`src/rtl/lsu_mem_stage_if.sv`:
```
// Data-memory bus between the load/store unit (master) and memory (slave).
// Signal meanings: mem_req asks for a transfer of mem_addr/mem_we/mem_be/mem_wdata;
// mem_ack marks the single cycle in which the transfer completes and mem_rdata is valid.
interface lsu_mem_stage_if;
  logic        mem_req;
  logic        mem_we;
  logic [3:0]  mem_be;
  logic [31:0] mem_addr;
  logic [31:0] mem_wdata;
  logic [31:0] mem_rdata;
  logic        mem_ack;

  modport master (
    output mem_req, mem_we, mem_be, mem_addr, mem_wdata,
    input  mem_rdata, mem_ack
  );

  modport slave (
    input  mem_req, mem_we, mem_be, mem_addr, mem_wdata,
    output mem_rdata, mem_ack
  );
endinterface

```
`src/rtl/lsu_mem_stage.sv`:
```
// Load/store unit: one req/ack bus transaction per CPU request, with load
// alignment/extension, misalignment detection and bus timeout.
module lsu_mem_stage #(
  parameter int unsigned TIMEOUT = 15
) (
  input  logic        clk,
  input  logic        rst,
  input  logic        start,
  input  logic        we,
  input  logic [1:0]  size,
  input  logic        sext,
  input  logic [31:0] addr,
  input  logic [31:0] wdata,
  output logic [31:0] rdata,
  output logic        busy,
  output logic        done,
  output logic        misalign,
  output logic        buserr,
  output logic [1:0]  o_dbg_state,
  lsu_mem_stage_if.master mem
);

  typedef enum logic [1:0] {
    S_IDLE = 2'd0,
    S_BUS  = 2'd1,
    S_DONE = 2'd2
  } state_t;

  localparam logic [7:0] TO_LIMIT = 8'(TIMEOUT);

  state_t      r_state;
  state_t      w_state_nxt;
  logic        r_we;
  logic [1:0]  r_size;
  logic        r_sext;
  logic [1:0]  r_off;
  logic [31:0] r_addr;
  logic [3:0]  r_be;
  logic [31:0] r_wdata;
  logic [31:0] r_rdata;
  logic        r_misalign;
  logic        r_buserr;
  logic [7:0]  r_cnt;

  logic [1:0]  w_off;
  logic        w_misalign;
  logic [3:0]  w_be;
  logic [31:0] w_wdata;
  logic [7:0]  w_lane_b;
  logic [15:0] w_lane_h;
  logic [31:0] w_load;
  logic        w_timeout;

  // Request decode: byte enables and lane-replicated store data.
  always_comb begin
    w_off      = addr[1:0];
    w_misalign = 1'b0;
    w_be       = 4'b1111;
    w_wdata    = wdata;
    case (size)
      2'b00: begin
        w_be    = 4'b0001 << w_off;
        w_wdata = {4{wdata[7:0]}};
      end
      2'b01: begin
        w_misalign = w_off[0];
        w_be       = w_off[1] ? 4'b1100 : 4'b0011;
        w_wdata    = {2{wdata[15:0]}};
      end
      default: begin
        w_misalign = (w_off != 2'b00);
      end
    endcase
  end

  // Load format uses the latched size/offset, never the live CPU inputs.
  always_comb begin
    w_lane_b = mem.mem_rdata[7:0];
    case (r_off)
      2'd0:    w_lane_b = mem.mem_rdata[7:0];
      2'd1:    w_lane_b = mem.mem_rdata[15:8];
      2'd2:    w_lane_b = mem.mem_rdata[23:16];
      default: w_lane_b = mem.mem_rdata[31:24];
    endcase
    w_lane_h = r_off[1] ? mem.mem_rdata[31:16] : mem.mem_rdata[15:0];
    case (r_size)
      2'b00:   w_load = {{24{r_sext & w_lane_b[7]}}, w_lane_b};
      2'b01:   w_load = {{16{r_sext & w_lane_h[15]}}, w_lane_h};
      default: w_load = mem.mem_rdata;
    endcase
  end

  assign w_timeout = ((r_cnt + 8'd1) == TO_LIMIT);

  always_comb begin
    w_state_nxt = r_state;
    case (r_state)
      S_IDLE: begin
        if (start) w_state_nxt = w_misalign ? S_DONE : S_BUS;
      end
      S_BUS: begin
        if (mem.mem_ack || w_timeout) w_state_nxt = S_DONE;
      end
      S_DONE:  w_state_nxt = S_IDLE;
      default: w_state_nxt = S_IDLE;
    endcase
  end

  always_ff @(posedge clk) begin
    if (rst) begin
      r_state    <= S_IDLE;
      r_we       <= 1'b0;
      r_size     <= 2'b00;
      r_sext     <= 1'b0;
      r_off      <= 2'b00;
      r_addr     <= 32'd0;
      r_be       <= 4'd0;
      r_wdata    <= 32'd0;
      r_rdata    <= 32'd0;
      r_misalign <= 1'b0;
      r_buserr   <= 1'b0;
      r_cnt      <= 8'd0;
    end else begin
      r_state <= w_state_nxt;
      case (r_state)
        S_IDLE: begin
          if (start) begin
            r_we       <= we;
            r_size     <= size;
            r_sext     <= sext;
            r_off      <= w_off;
            r_addr     <= {addr[31:2], 2'b00};
            r_be       <= w_be;
            r_wdata    <= w_wdata;
            r_misalign <= w_misalign;
            r_buserr   <= 1'b0;
            r_cnt      <= 8'd0;
          end
        end
        S_BUS: begin
          // An ack in the timeout cycle still completes the transfer cleanly.
          if (mem.mem_ack) begin
            if (!r_we) r_rdata <= w_load;
          end else begin
            r_cnt <= r_cnt + 8'd1;
            if (w_timeout) r_buserr <= 1'b1;
          end
        end
        default: ;
      endcase
    end
  end

  assign busy          = (r_state != S_IDLE);
  assign done          = (r_state == S_DONE);
  assign misalign      = done & r_misalign;
  assign buserr        = done & r_buserr;
  assign rdata         = r_rdata;
  assign o_dbg_state   = r_state;
  assign mem.mem_req   = (r_state == S_BUS);
  assign mem.mem_we    = (r_state == S_BUS) & r_we;
  assign mem.mem_be    = r_be;
  assign mem.mem_addr  = r_addr;
  assign mem.mem_wdata = r_wdata;

endmodule

```
`src/flat_wrapper.sv`:
```
// flat-port wrapper written by rule: the top's interface ports become plain ports
module lsu_mem_stage_flat 
#(
  parameter int unsigned TIMEOUT = 15
)
  (clk, rst, start, we, size, sext, addr, wdata, rdata, busy, done, misalign, buserr, o_dbg_state, mem_mem_req, mem_mem_we, mem_mem_be, mem_mem_addr, mem_mem_wdata, mem_mem_rdata, mem_mem_ack);
  lsu_mem_stage_if mem_i ();
  input  logic clk;
  input  logic rst;
  input  logic start;
  input  logic we;
  input  logic [1:0] size;
  input  logic sext;
  input  logic [31:0] addr;
  input  logic [31:0] wdata;
  output logic [31:0] rdata;
  output logic busy;
  output logic done;
  output logic misalign;
  output logic buserr;
  output logic [1:0] o_dbg_state;
  output wire logic [$bits(mem_i.mem_req)-1:0] mem_mem_req;
  output wire logic [$bits(mem_i.mem_we)-1:0] mem_mem_we;
  output wire logic [$bits(mem_i.mem_be)-1:0] mem_mem_be;
  output wire logic [$bits(mem_i.mem_addr)-1:0] mem_mem_addr;
  output wire logic [$bits(mem_i.mem_wdata)-1:0] mem_mem_wdata;
  input wire logic [$bits(mem_i.mem_rdata)-1:0] mem_mem_rdata;
  input wire logic [$bits(mem_i.mem_ack)-1:0] mem_mem_ack;
  assign mem_mem_req = mem_i.mem_req;
  assign mem_mem_we = mem_i.mem_we;
  assign mem_mem_be = mem_i.mem_be;
  assign mem_mem_addr = mem_i.mem_addr;
  assign mem_mem_wdata = mem_i.mem_wdata;
  assign mem_i.mem_rdata = mem_mem_rdata;
  assign mem_i.mem_ack = mem_mem_ack;
  lsu_mem_stage #(.TIMEOUT(TIMEOUT)) u_core (.clk(clk), .rst(rst), .start(start), .we(we), .size(size), .sext(sext), .addr(addr), .wdata(wdata), .rdata(rdata), .busy(busy), .done(done), .misalign(misalign), .buserr(buserr), .o_dbg_state(o_dbg_state), .mem(mem_i));
endmodule
```
`config.mk`:
```
export PLATFORM = sky130hd
export DESIGN_NAME = lsu_mem_stage_flat
export DESIGN_NICKNAME = d
export VERILOG_FILES = /design/src/rtl/lsu_mem_stage_if.sv /design/src/rtl/lsu_mem_stage.sv /design/src/flat_wrapper.sv
export SDC_FILE = /design/constraint.sdc
export NUM_CORES = 1
export LEC_CHECK = 0
export ABC_AREA = 1
export CELL_PAD_IN_SITES_DETAIL_PLACEMENT = 0
export CELL_PAD_IN_SITES_GLOBAL_PLACEMENT = 2
export CORE_ASPECT_RATIO = 1.4
export CORE_MARGIN = 10
export CORE_UTILIZATION = 22
export CTS_CLUSTER_SIZE = 28
export DETAILED_ROUTE_END_ITERATION = 8
export PLACE_DENSITY_LB_ADDON = 0.05
export SKIP_CTS_REPAIR_TIMING = 1
export SLEW_MARGIN = 0
export SYNTH_ARGS = -nofsm -noshare
export SYNTH_HDL_FRONTEND = slang
export SYNTH_SLANG_ARGS = --single-unit
```
`constraint.sdc`:
```
create_clock -name clk -period 1.8 [get_ports clk]
set_input_delay 0.36 -clock clk [delete_from_list [all_inputs] [get_ports clk]]
set_output_delay 0.36 -clock clk [all_outputs]
set_load 0.02 [all_outputs]
```
==> key figures, run 1 <==
Run status
  – Status: completed

Power
  – Sw frac: 0.300
  – Power Dens Cells: 947 nW/µm²
  – P_int: about 5.5 mW
  – Leakage: 3.82 nW
  – Total power: 7.90 mW
  – Seq pwr share: 0.366
  – Maximum ir drop on the vdd rail: 0.607 mV
  – Clock network fraction of total power: 0.418
  – Psw: 2.37 mW
  – Comb power frac: 0.216

Critical path
  – CP Depth: 1
  – CP arrival: 1.40 ns
  – Top Family by Delay on Critical Path: buffers and inverters
  – Setup CP Type: reg -> out
  – Buf/Inv on CP: 1
  – R2r setup slk: 0.20 ns
  – Reg2Reg Depth: 9
  – CP cell instances: clkdlybuf4s50_1
  – Crit path required time: between 1 and 1.5 ns
  – Crit-path max cell delay: between 0.6 and 0.7 ns
  – Crit. End Element: output port
  – CP max FO: 2
  – Slowest-stage cell, CP: clkdlybuf4s50_1
  – Setup crit start kind: flip-flop

Timing
  – Worst clock skew: around 0.010 ns
  – Fmax: about 0.57 GHz
  – Final setup vio count: 0
  – Fin Setup TNS: 0 ns
  – Slew Viols, Final: 0
  – Tcrit/Tclk final: 0.978
  – Tmin final: 1.76 ns
  – Hold Slack: between 0.4 and 0.5 ns
  – Setup WS post-layout: ~0.04 ns
  – Final hold violation count: 0
  – RSZ-0062 raised after global routing: false

Worst hold path
  – Hold Path Class: reg -> reg
  – Hold Path Depth: 2

Yosys
  – Avg Cell Area, Syn: just over 7 µm²
  – Yosys warns: 0
  – Cell Area, Synth: a little over 5000 µm²
  – Number of synthesized flops with an enable pin: 0
  – Post-synth top flop: dfxtp_1
  – Sequential-to-total area share from yosys stat: 0.462
  – Synth Instances: 692
  – Async SR Flop Fraction: 0
  – Number of synthesized register bits: 116
  – Library cells used by synthesis: 35

CTS
  – CTS tree: built
  – H-tree Lvls: 4
  – Longest Clk Path Bufs: 2
  – Latest clock arrival within the worst-skew pair: 0.42 ns
  – # clock sinks: about 120
  – CTS root buf: clkbuf_16
  – Cts bufs inserted: 17
  – Clk slew on worst S/H paths: 0.06 ns

Detailed routing
  – Antenna Nets Post-Route: 0
  – DRC: 0
  – Starting DRT DRC Count: around 210
  – Total routed wirelength: about 21 mm
  – Routed vias: ~5500
  – Via density: 4.46
  – Drt first pass iters: 5
  – Wire per inst: about 17 µm

Global route
  – Antenna violations before repair: 3
  – Vias in the first global route: 5761
  – First-pass GRT wire length: 32.8 mm
  – Largest net degree at the start of global routing: 79
  – Grt ovf: 0
  – Total GRT Usage: 0.141

Floorplanning
  – Core box area: 22500 µm²
  – Row count: 65
  – Number of I/O pins: roughly 210
  – Starting density of the core: 0.223
  – Die width: 148 µm
  – Die area: just under 30000 µm²
  – Die Ht: 199 µm

Placement
  – Placer congestion estimate: 0.808
  – Place WS: -0.0579 ns
  – Placed Cells: 1198
  – Dpl hpwl: 15.6 mm
  – Post-DP Area: 7680 µm²
  – Buffers on Ports: 209

Layout
  – Layout Cells excl Fill: 1230
  – Share of cells above drive strength 1: 0.0969
  – ANT cells: 0
  – Fin area: 8340 µm²
  – Post-Route Utilization: 0.370
  – Nets: 1022
  – Synth-to-layout area growth: 65.9%

Job
  – MaxCap Viol Count: 0
==> worst reg2reg max path: cells and delay by family, from the launching register on <==
kind / cells / cell delay, ns
flops: 1 / 0.31
buf+inv: 5 / 0.76
compound gates: 2 / 0.22
simple gates: 2 / 0.24
==> state kept, by name, summed over array words and instances, names as in the netlist <==
signal                flops
u_core.r_size             2
u_core.mem.mem_addr      30
u_core.r_we               1
u_core.r_off              2
u_core.r_misalign         1
u_core.rdata             32
u_core.r_sext             1
u_core.mem.mem_wdata     32
u_core.o_dbg_state        2
u_core.r_buserr           1
u_core.r_cnt              8
u_core.mem.mem_be         4
==> per-layer routing <==
metal | up-vias | wire length, µm | GRT usage
met3 | 25 | 2060 | 0.0737
met1 | 2524 | 8080 | 0.149
met2 | 168 | 10200 | 0.238
met4 | 6 | 392 | 0.0464
met5 | - | 39 | 0
li1 | 2759 | - | -
==> area by class of cell <==
class                   count  area, µm²
clock buffers              19        443
clock inverters            13        126
fillers                  2405      14200
inverters                  64        240
multi-input cells         470       2280
flip-flops and latches    116       2330
well taps                 301        377
repair buffers            247       2550
==> path summary, 6_finish.rpt <==
kind | start | end
setup / recovery | u_core.mem.mem_wdata[8] | mem_mem_wdata[8]
setup reg to reg | u_core.o_dbg_state[1] | u_core.rdata[1]
hold / removal | u_core.r_buserr | u_core.r_buserr
hold reg to reg | u_core.r_buserr | u_core.r_buserr
==> power groups by stage <==
stage | sequential, mW | clock (mW) | combinational [mW]
after global routing | 2.92 | 3.52 | 1.87
final | 2.89 | 3.30 | 1.71
after floorplan | 3.15 | 0 | 0.576
after global placement | 2.94 | 0 | 1.74
after detailed placement | 2.95 | 0 | 1.75
after CTS | 2.90 | 3.41 | 1.75
==> cells by family (layout without fill, tap and decap cells) <==
kind of cell	Yosys count	count (layout)	share of synthesized area
AOI/OAI and AO/OA	220	220	0.243
buffers and inverters	107	343	0.0861
DFF	116	116	0.462
other	1	2	0.000746
adders and majority gates	2	2	0.00498
and+or+nand+nor	240	240	0.191
muxes	6	6	0.0119
==> layout by cell type (no fill, tap or decap), drive strengths merged, types with 2 or more instances in the layout <==
master,Yosys,layout
nand4,2,2
nor2,118,118
clkbuf,31,20
conb,1,2
ha,2,2
a211oi,2,2
dlymetal6s2s,0,33
dfxtp,116,116
a31oi,25,25
mux2i,6,6
nor3,3,3
nand3,15,15
buf,12,38
inv,60,66
o21ai,114,114
a21oi,48,48
o22ai,10,10
a22oi,7,7
clkinv,4,9
o211ai,9,9
o221ai,3,3
clkdlybuf4s50,0,175
nand2,100,100
==> cells in the mapped netlist (6+ instances only) <==
library cell | count | share of area
o21ai_1 | 9 | 0.0090
o22ai_1 | 10 | 0.012
a22oi_1 | 7 | 0.010
nand3_1 | 15 | 0.015
o21ai_0 | 105 | 0.10
a21oi_1 | 47 | 0.047
nand2_1 | 100 | 0.075
a31oi_1 | 25 | 0.031
inv_1 | 56 | 0.042
clkbuf_1 | 31 | 0.023
mux2i_1 | 6 | 0.012
nor2_1 | 113 | 0.084
buf_2 | 7 | 0.0070
o211ai_1 | 8 | 0.012
dfxtp_1 | 116 | 0.46
(Power assumes the default switching activity.)
==> inputs of run 2 (changes only) <==
--- a/config.mk
+++ b/config.mk
@@ -13,7 +13,7 @@
 export CORE_UTILIZATION = 22
 export CTS_CLUSTER_SIZE = 28
 export DETAILED_ROUTE_END_ITERATION = 8
-export PLACE_DENSITY_LB_ADDON = 0.05
+export PLACE_DENSITY = 0.86
 export SKIP_CTS_REPAIR_TIMING = 1
 export SLEW_MARGIN = 0
 export SYNTH_ARGS = -nofsm -noshare
==> key figures, run 2 (synthesized netlist as in run 1, its figures left out) <==
Run status
  – Status: completed

Power
  – Comb power frac: 0.221
  – Leakage: 3.90 nW
  – Seq pwr share: 0.369
  – Sw frac: 0.298
  – Psw: 2.33 mW
  – Maximum ir drop on the vdd rail: 0.585 mV
  – Power Dens Cells: 932 nW/µm²
  – Clock network fraction of total power: 0.410
  – P_int: 5.49 mW

Floorplanning
  – Die area: between 20000 and 30000 µm²
  – Row count: 65
  – Core box area: roughly 23000 µm²
  – Die width: 148 µm
  – Starting density of the core: 0.223
  – Number of I/O pins: roughly 210
  – Die Ht: between 150 and 200 µm

Global route
  – Vias in the first global route: approximately 5500
  – Antenna violations before repair: 1
  – First-pass GRT wire length: 31.1 mm
  – Met3 usage: 0.0550
  – Met2 Use GR: 0.235
  – Largest net degree at the start of global routing: 58
  – Gr busiest metal: met2
  – Grt ovf: 0
  – Total GRT Usage: 0.135
  – GR Util met1: 0.140

Timing
  – Final setup vio count: 0
  – Slew Viols, Final: 0
  – Worst clock skew: 0.0107 ns
  – Hold Slack: 0.463 ns
  – Tmin final: about 1.8 ns
  – Final hold violation count: 0
  – Fmax: 0.567 GHz
  – Tcrit/Tclk final: 0.979

Layout
  – ANT cells: 0
  – Post-Route Utilization: 0.373
  – Most common cell after layout, fill and taps aside: clkdlybuf4s50_1
  – Layout Cells excl Fill: approximately 1200
  – Fin area: 8400 µm²
  – Commonest non-fill, non-tap cells in the layout: clkdlybuf4s50_1 (171), dfxtp_1 (114), nor2_1 (113), o21ai_0 (105), nand2_1 (99)
  – Synth-to-layout area growth: 67.0%
  – Share of cells above drive strength 1: 0.0969
  – Nets: 1022

Detailed routing
  – DRC: 0
  – Total routed wirelength: just over 20 mm
  – Wire per inst: between 15 and 20 µm
  – Via density: 4.39
  – Routed vias: 5395
  – Starting DRT DRC Count: 189
  – Antenna Nets Post-Route: 0
  – Drt first pass iters: 4

CTS
  – H-tree Lvls: 4
  – # clock sinks: 116
  – Clk slew on worst S/H paths: 0.06 ns
  – Cts bufs inserted: 17
  – Latest clock arrival within the worst-skew pair: 0.42 ns
  – CTS tree: built
  – CTS root buf: clkbuf_16
  – Longest Clk Path Bufs: 2

Critical path
  – Crit-path max cell delay: ~0.67 ns
  – Crit. End Element: output port
  – Crit path required time: approximately 1.4 ns
  – CP Depth: 1
  – Setup CP Type: reg -> out
  – Buf/Inv on CP: 1
  – R2r setup slk: approximately 0.20 ns
  – Top Family by Delay on Critical Path: buffers and inverters
  – CP max FO: 2
  – Slowest-stage cell, CP: clkdlybuf4s50_1
  – Worst r2r dst: u_core.r_buserr
  – CP cell instances: clkdlybuf4s50_1
  – RR Startpoint: u_core.r_cnt[0]
  – CP arrival: 1.40 ns
  – Reg2Reg Depth: 10
  – Setup crit start kind: flip-flop

Worst hold path
  – Worst hold path endpoint: u_core.r_misalign
  – Hold Startpoint: u_core.r_misalign
  – Hold Path Class: reg -> reg
  – Hold Path Depth: 2

Placement
  – Placer congestion estimate: around 0.82
  – Buffers on Ports: approximately 210
  – Post-DP Area: 7750 µm²
  – Dpl hpwl: 15.3 mm
  – Placed Cells: 1198

Job
  – MaxCap Viol Count: 0
-- run 2: cell count changes in the layout (fill, tap and decap cells not counted), sizes merged --
cell,previous run,this run
clkbuf,20,18
clkinvlp,1,5
clkdlybuf4s50,175,171
inv,66,65
dlymetal6s2s,33,37
clkinv,9,8
-- run 2: worst max-delay path by stage --
stage,endpoint,slack (ns),startpoint
final,mem_mem_wdata[11],0.04,u_core.mem.mem_wdata[11]
after global routing,rdata[23],-0.01,u_core.rdata[23]
after CTS,misalign,-0.36,u_core.o_dbg_state[1]
after detailed placement,u_core.rdata[17],-0.09,mem_mem_rdata[23]
after global placement,u_core.rdata[19],-0.03,mem_mem_rdata[23]
after floorplan,u_core.rdata[22],0.06,u_core.o_dbg_state[0]
-- run 2: per-layer routing --
layer | vias to the layer above | part of all wire | wire length [µm]
met5 | - | 0.00064 | 13
met2 | 166 | 0.50 | 10200
li1 | 2759 | - | -
met3 | 26 | 0.072 | 1450
met1 | 2442 | 0.40 | 8030
met4 | 2 | 0.029 | 596
-- run 2: metrics by stage --
stage                     setup slack (ns)  TNS [ns]  total power [mW]
after detailed placement           -0.0873    -0.916              4.70
after global routing               -0.0108   -0.0108              8.24
after global placement             -0.0299    -0.187              4.70
after CTS                           -0.355     -1.80              7.97
final                               0.0378         0              7.82
after floorplan                     0.0569         0              3.73
-- run 2: area by class of cell --
cell class,instances,area [µm²]
Clock buffer,17,425
Tap cell,301,377
Multi-Input combinational cell,470,2280
Sequential cell,116,2320
Timing Repair Buffer,247,2620
Fill cell,2391,14100
Clock inverter,15,131
Inverter,64,240
-- run 2: power groups by stage --
stage / clock (mW) / combinational (mW) / sequential (mW)
floorplan: 0 / 0.576 / 3.15
global placement: 0 / 1.76 / 2.94
detailed placement: 0 / 1.76 / 2.95
CTS: 3.31 / 1.76 / 2.89
global route: 3.44 / 1.88 / 2.91
finish: 3.21 / 1.73 / 2.89
-- run 2: worst min-delay path, cell delays in order, from the launching register on --
cell	delay [ns]
dfxtp_1	0.29
inv_1	0.06
a211oi_1	0.06
==> inputs of run 3 (changes only) <==
--- a/config.mk
+++ b/config.mk
@@ -5,15 +5,12 @@
 export SDC_FILE = /design/constraint.sdc
 export NUM_CORES = 1
 export LEC_CHECK = 0
-export ABC_AREA = 1
-export CELL_PAD_IN_SITES_DETAIL_PLACEMENT = 0
-export CELL_PAD_IN_SITES_GLOBAL_PLACEMENT = 2
 export CORE_ASPECT_RATIO = 1.4
 export CORE_MARGIN = 10
-export CORE_UTILIZATION = 22
+export CORE_UTILIZATION = 25
 export CTS_CLUSTER_SIZE = 28
 export DETAILED_ROUTE_END_ITERATION = 8
-export PLACE_DENSITY = 0.86
+export PLACE_DENSITY = 0.59
 export SKIP_CTS_REPAIR_TIMING = 1
 export SLEW_MARGIN = 0
 export SYNTH_ARGS = -nofsm -noshare
==> key figures, run 3 <==
CTS
  – H-tree Lvls: 4
  – CTS tree: built
  – # clock sinks: 116
  – Latest clock arrival within the worst-skew pair: 0.41 ns
  – Cts bufs inserted: 17
  – Longest Clk Path Bufs: 2
  – Clk slew on worst S/H paths: 0.05 ns
  – CTS root buf: clkbuf_16

Yosys
  – Top-area cell type share of the netlist area: 0.459
  – Synth Instances: 656
  – Post-synth top flop: dfxtp_1
  – Number of synthesized flops with an enable pin: 0
  – Cell Area, Synth: 5060 µm²
  – Yosys warns: 0
  – Synth area leaders: dfxtp_1 (46%), nand2_1 (12%), a21oi_1 (7.0%), a211oi_1 (5.9%), nor2_1 (5.3%)
  – Commonest cells post-synth: nand2_1 (167), dfxtp_1 (116), a21oi_1 (71), nor2_1 (71)
  – Async SR Flop Fraction: 0
  – Leading area contributor after synthesis: dfxtp_1
  – Avg Cell Area, Syn: 7.71 µm²
  – Count leader, synth: nand2_1
  – Number of synthesized register bits: 116
  – Sequential-to-total area share from yosys stat: 0.459
  – Library cells used by synthesis: 38

Critical path
  – Crit. End Element: flip-flop
  – Crit path required time: between 2 and 2.5 ns
  – Setup CP Type: reg -> reg
  – CP arrival: roughly 2.1 ns
  – Setup crit start kind: flip-flop
  – CP max FO: 5

Timing
  – Final hold violation count: 0
  – Hold Slack: around 0.4 ns
  – RSZ-0062 raised after global routing: true
  – Setup WS post-layout: 0.0309 ns
  – Fmax: about 0.57 GHz
  – Worst clock skew: about 0.0076 ns
  – Slew Viols, Final: 0
  – Final setup vio count: 0
  – Tcrit/Tclk final: 0.983
  – Tmin final: 1.77 ns

Floorplanning
  – Core box area: 19900 µm²
  – Starting density of the core: 0.254
  – Number of I/O pins: 212
  – Die Ht: 188 µm
  – Die width: 140 µm
  – Row count: 61
  – Die area: 26400 µm²

Global route
  – Grt ovf: 0
  – First-pass GRT wire length: 30.3 mm
  – Antenna violations before repair: 0
  – Vias in the first global route: 5319
  – Largest net degree at the start of global routing: 51
  – Total GRT Usage: 0.143

Power
  – Leakage: 3.50 nW
  – Maximum ir drop on the vdd rail: roughly 0.52 mV
  – Power Dens Cells: 946 nW/µm²

Detailed routing
  – Drt first pass iters: 4
  – Antenna Nets Post-Route: 0
  – Via density: 4.69
  – Total routed wirelength: 19.7 mm
  – Starting DRT DRC Count: approximately 230
  – Routed vias: approximately 5400
  – DRC: 0
  – Wire per inst: approximately 17 µm

Placement
  – Post-DP Area: 7770 µm²
  – Place WS: -0.452 ns
  – Buffers on Ports: 209
  – Dpl hpwl: 14.8 mm
  – Placer congestion estimate: 0.811

Layout
  – Footprint of the multi-input gates: 2560 µm²
  – Fin area: 8520 µm²
  – Synth-to-layout area growth: 68.5%
  – Commonest non-fill, non-tap cells in the layout: clkdlybuf4s50_1 (186), nand2_1 (166), dfxtp_1 (111), a21oi_1 (71), nor2_1 (70)
  – FILL cells: 1997
  – Nets: approximately 1000
  – Most common cell after layout, fill and taps aside: clkdlybuf4s50_1
  – Share of cells above drive strength 1: 0.108
  – Post-Route Utilization: 0.428
  – Sequential standard cell area: 2330 µm²
  – ANT cells: 0

Run status
  – Status: completed

Worst hold path
  – Hold Path Class: in -> reg

Job
  – MaxCap Viol Count: 0
[run 3: changes by cell type after synthesis, moves of 17 or more]
cell and change:
a31oi_1 -17, nor2_1 -42, inv_1 -49, o21ai_0 -77, nand2_1 +67, a211oi_1 +38
a21oi_1 +24
[run 3: final timing paths]
kind / startpoint / to / slack [ns] / cells past startpoint
max reg2reg: u_core.r_cnt[0] / u_core.r_buserr / 0.03 / 6
min: rst / u_core.r_cnt[1] / 0.39 / 2
min reg2reg: u_core.mem.mem_addr[16] / u_core.mem.mem_addr[16] / 0.45 / 2
max: u_core.r_cnt[0] / u_core.r_buserr / 0.03 / 6
[run 3: logic make-up after synthesis]
group,count (synthesis),share of synthesized area
AO/OA/AOI/OAI,177,0.216
flip-flops,116,0.459
adder cells (fa/ha/maj),2,0.00494
multiplexers,18,0.0383
AND/OR/NAND/NOR,279,0.228
other,1,0.000741
buffers and inverters,59,0.0462
XOR/XNOR,4,0.00692
[run 3: worst max-delay path, cell delays in order (launching register included)]
cell	delay, ns
dfxtp_2	0.35
buf_6	0.12
nand3_4	0.07
xor2_1	0.14
or4_4	0.50
or3_1	0.38
a31oi_1	0.13
[run 3: routing by layer]
layer | global-route usage | vias up | part of all wire
li1 | - | 2697 | -
met4 | 0.0414 | 0 | 0.012
met1 | 0.162 | 2480 | 0.39
met2 | 0.236 | 182 | 0.50
met5 | 0 | - | 0
met3 | 0.0657 | 19 | 0.098
[run 3: metrics by stage]
stage / cells / TNS (ns) / total power [mW]
finish: 1147 / 0 / 8.07
global route: 1147 / -0.0555 / 8.47
CTS: 1145 / -1.92 / 8.21
detailed placement: 1114 / -9.21 / 4.49
global placement: 1114 / -8.50 / 4.48
floorplan: 657 / 0 / 3.61
[run 3: area by class of cell]
cell class | instances | area share
clock inverters | 8 | 0.0173
well taps | 252 | 0.0370
repair buffers | 259 | 0.312
flip-flops and latches | 116 | 0.273
inverters | 7 | 0.00308
clock buffers | 23 | 0.0572
multi-input cells | 482 | 0.300
[run 3: report_power, final]
part	leakage, nW	internal [mW]	switching [mW]	total (mW)
registers	0.952	2.74	0.0888	2.83
clock network	0.301	2.45	1.19	3.65
logic	2.25	0.774	0.817	1.59
total	3.50	5.97	2.10	8.07
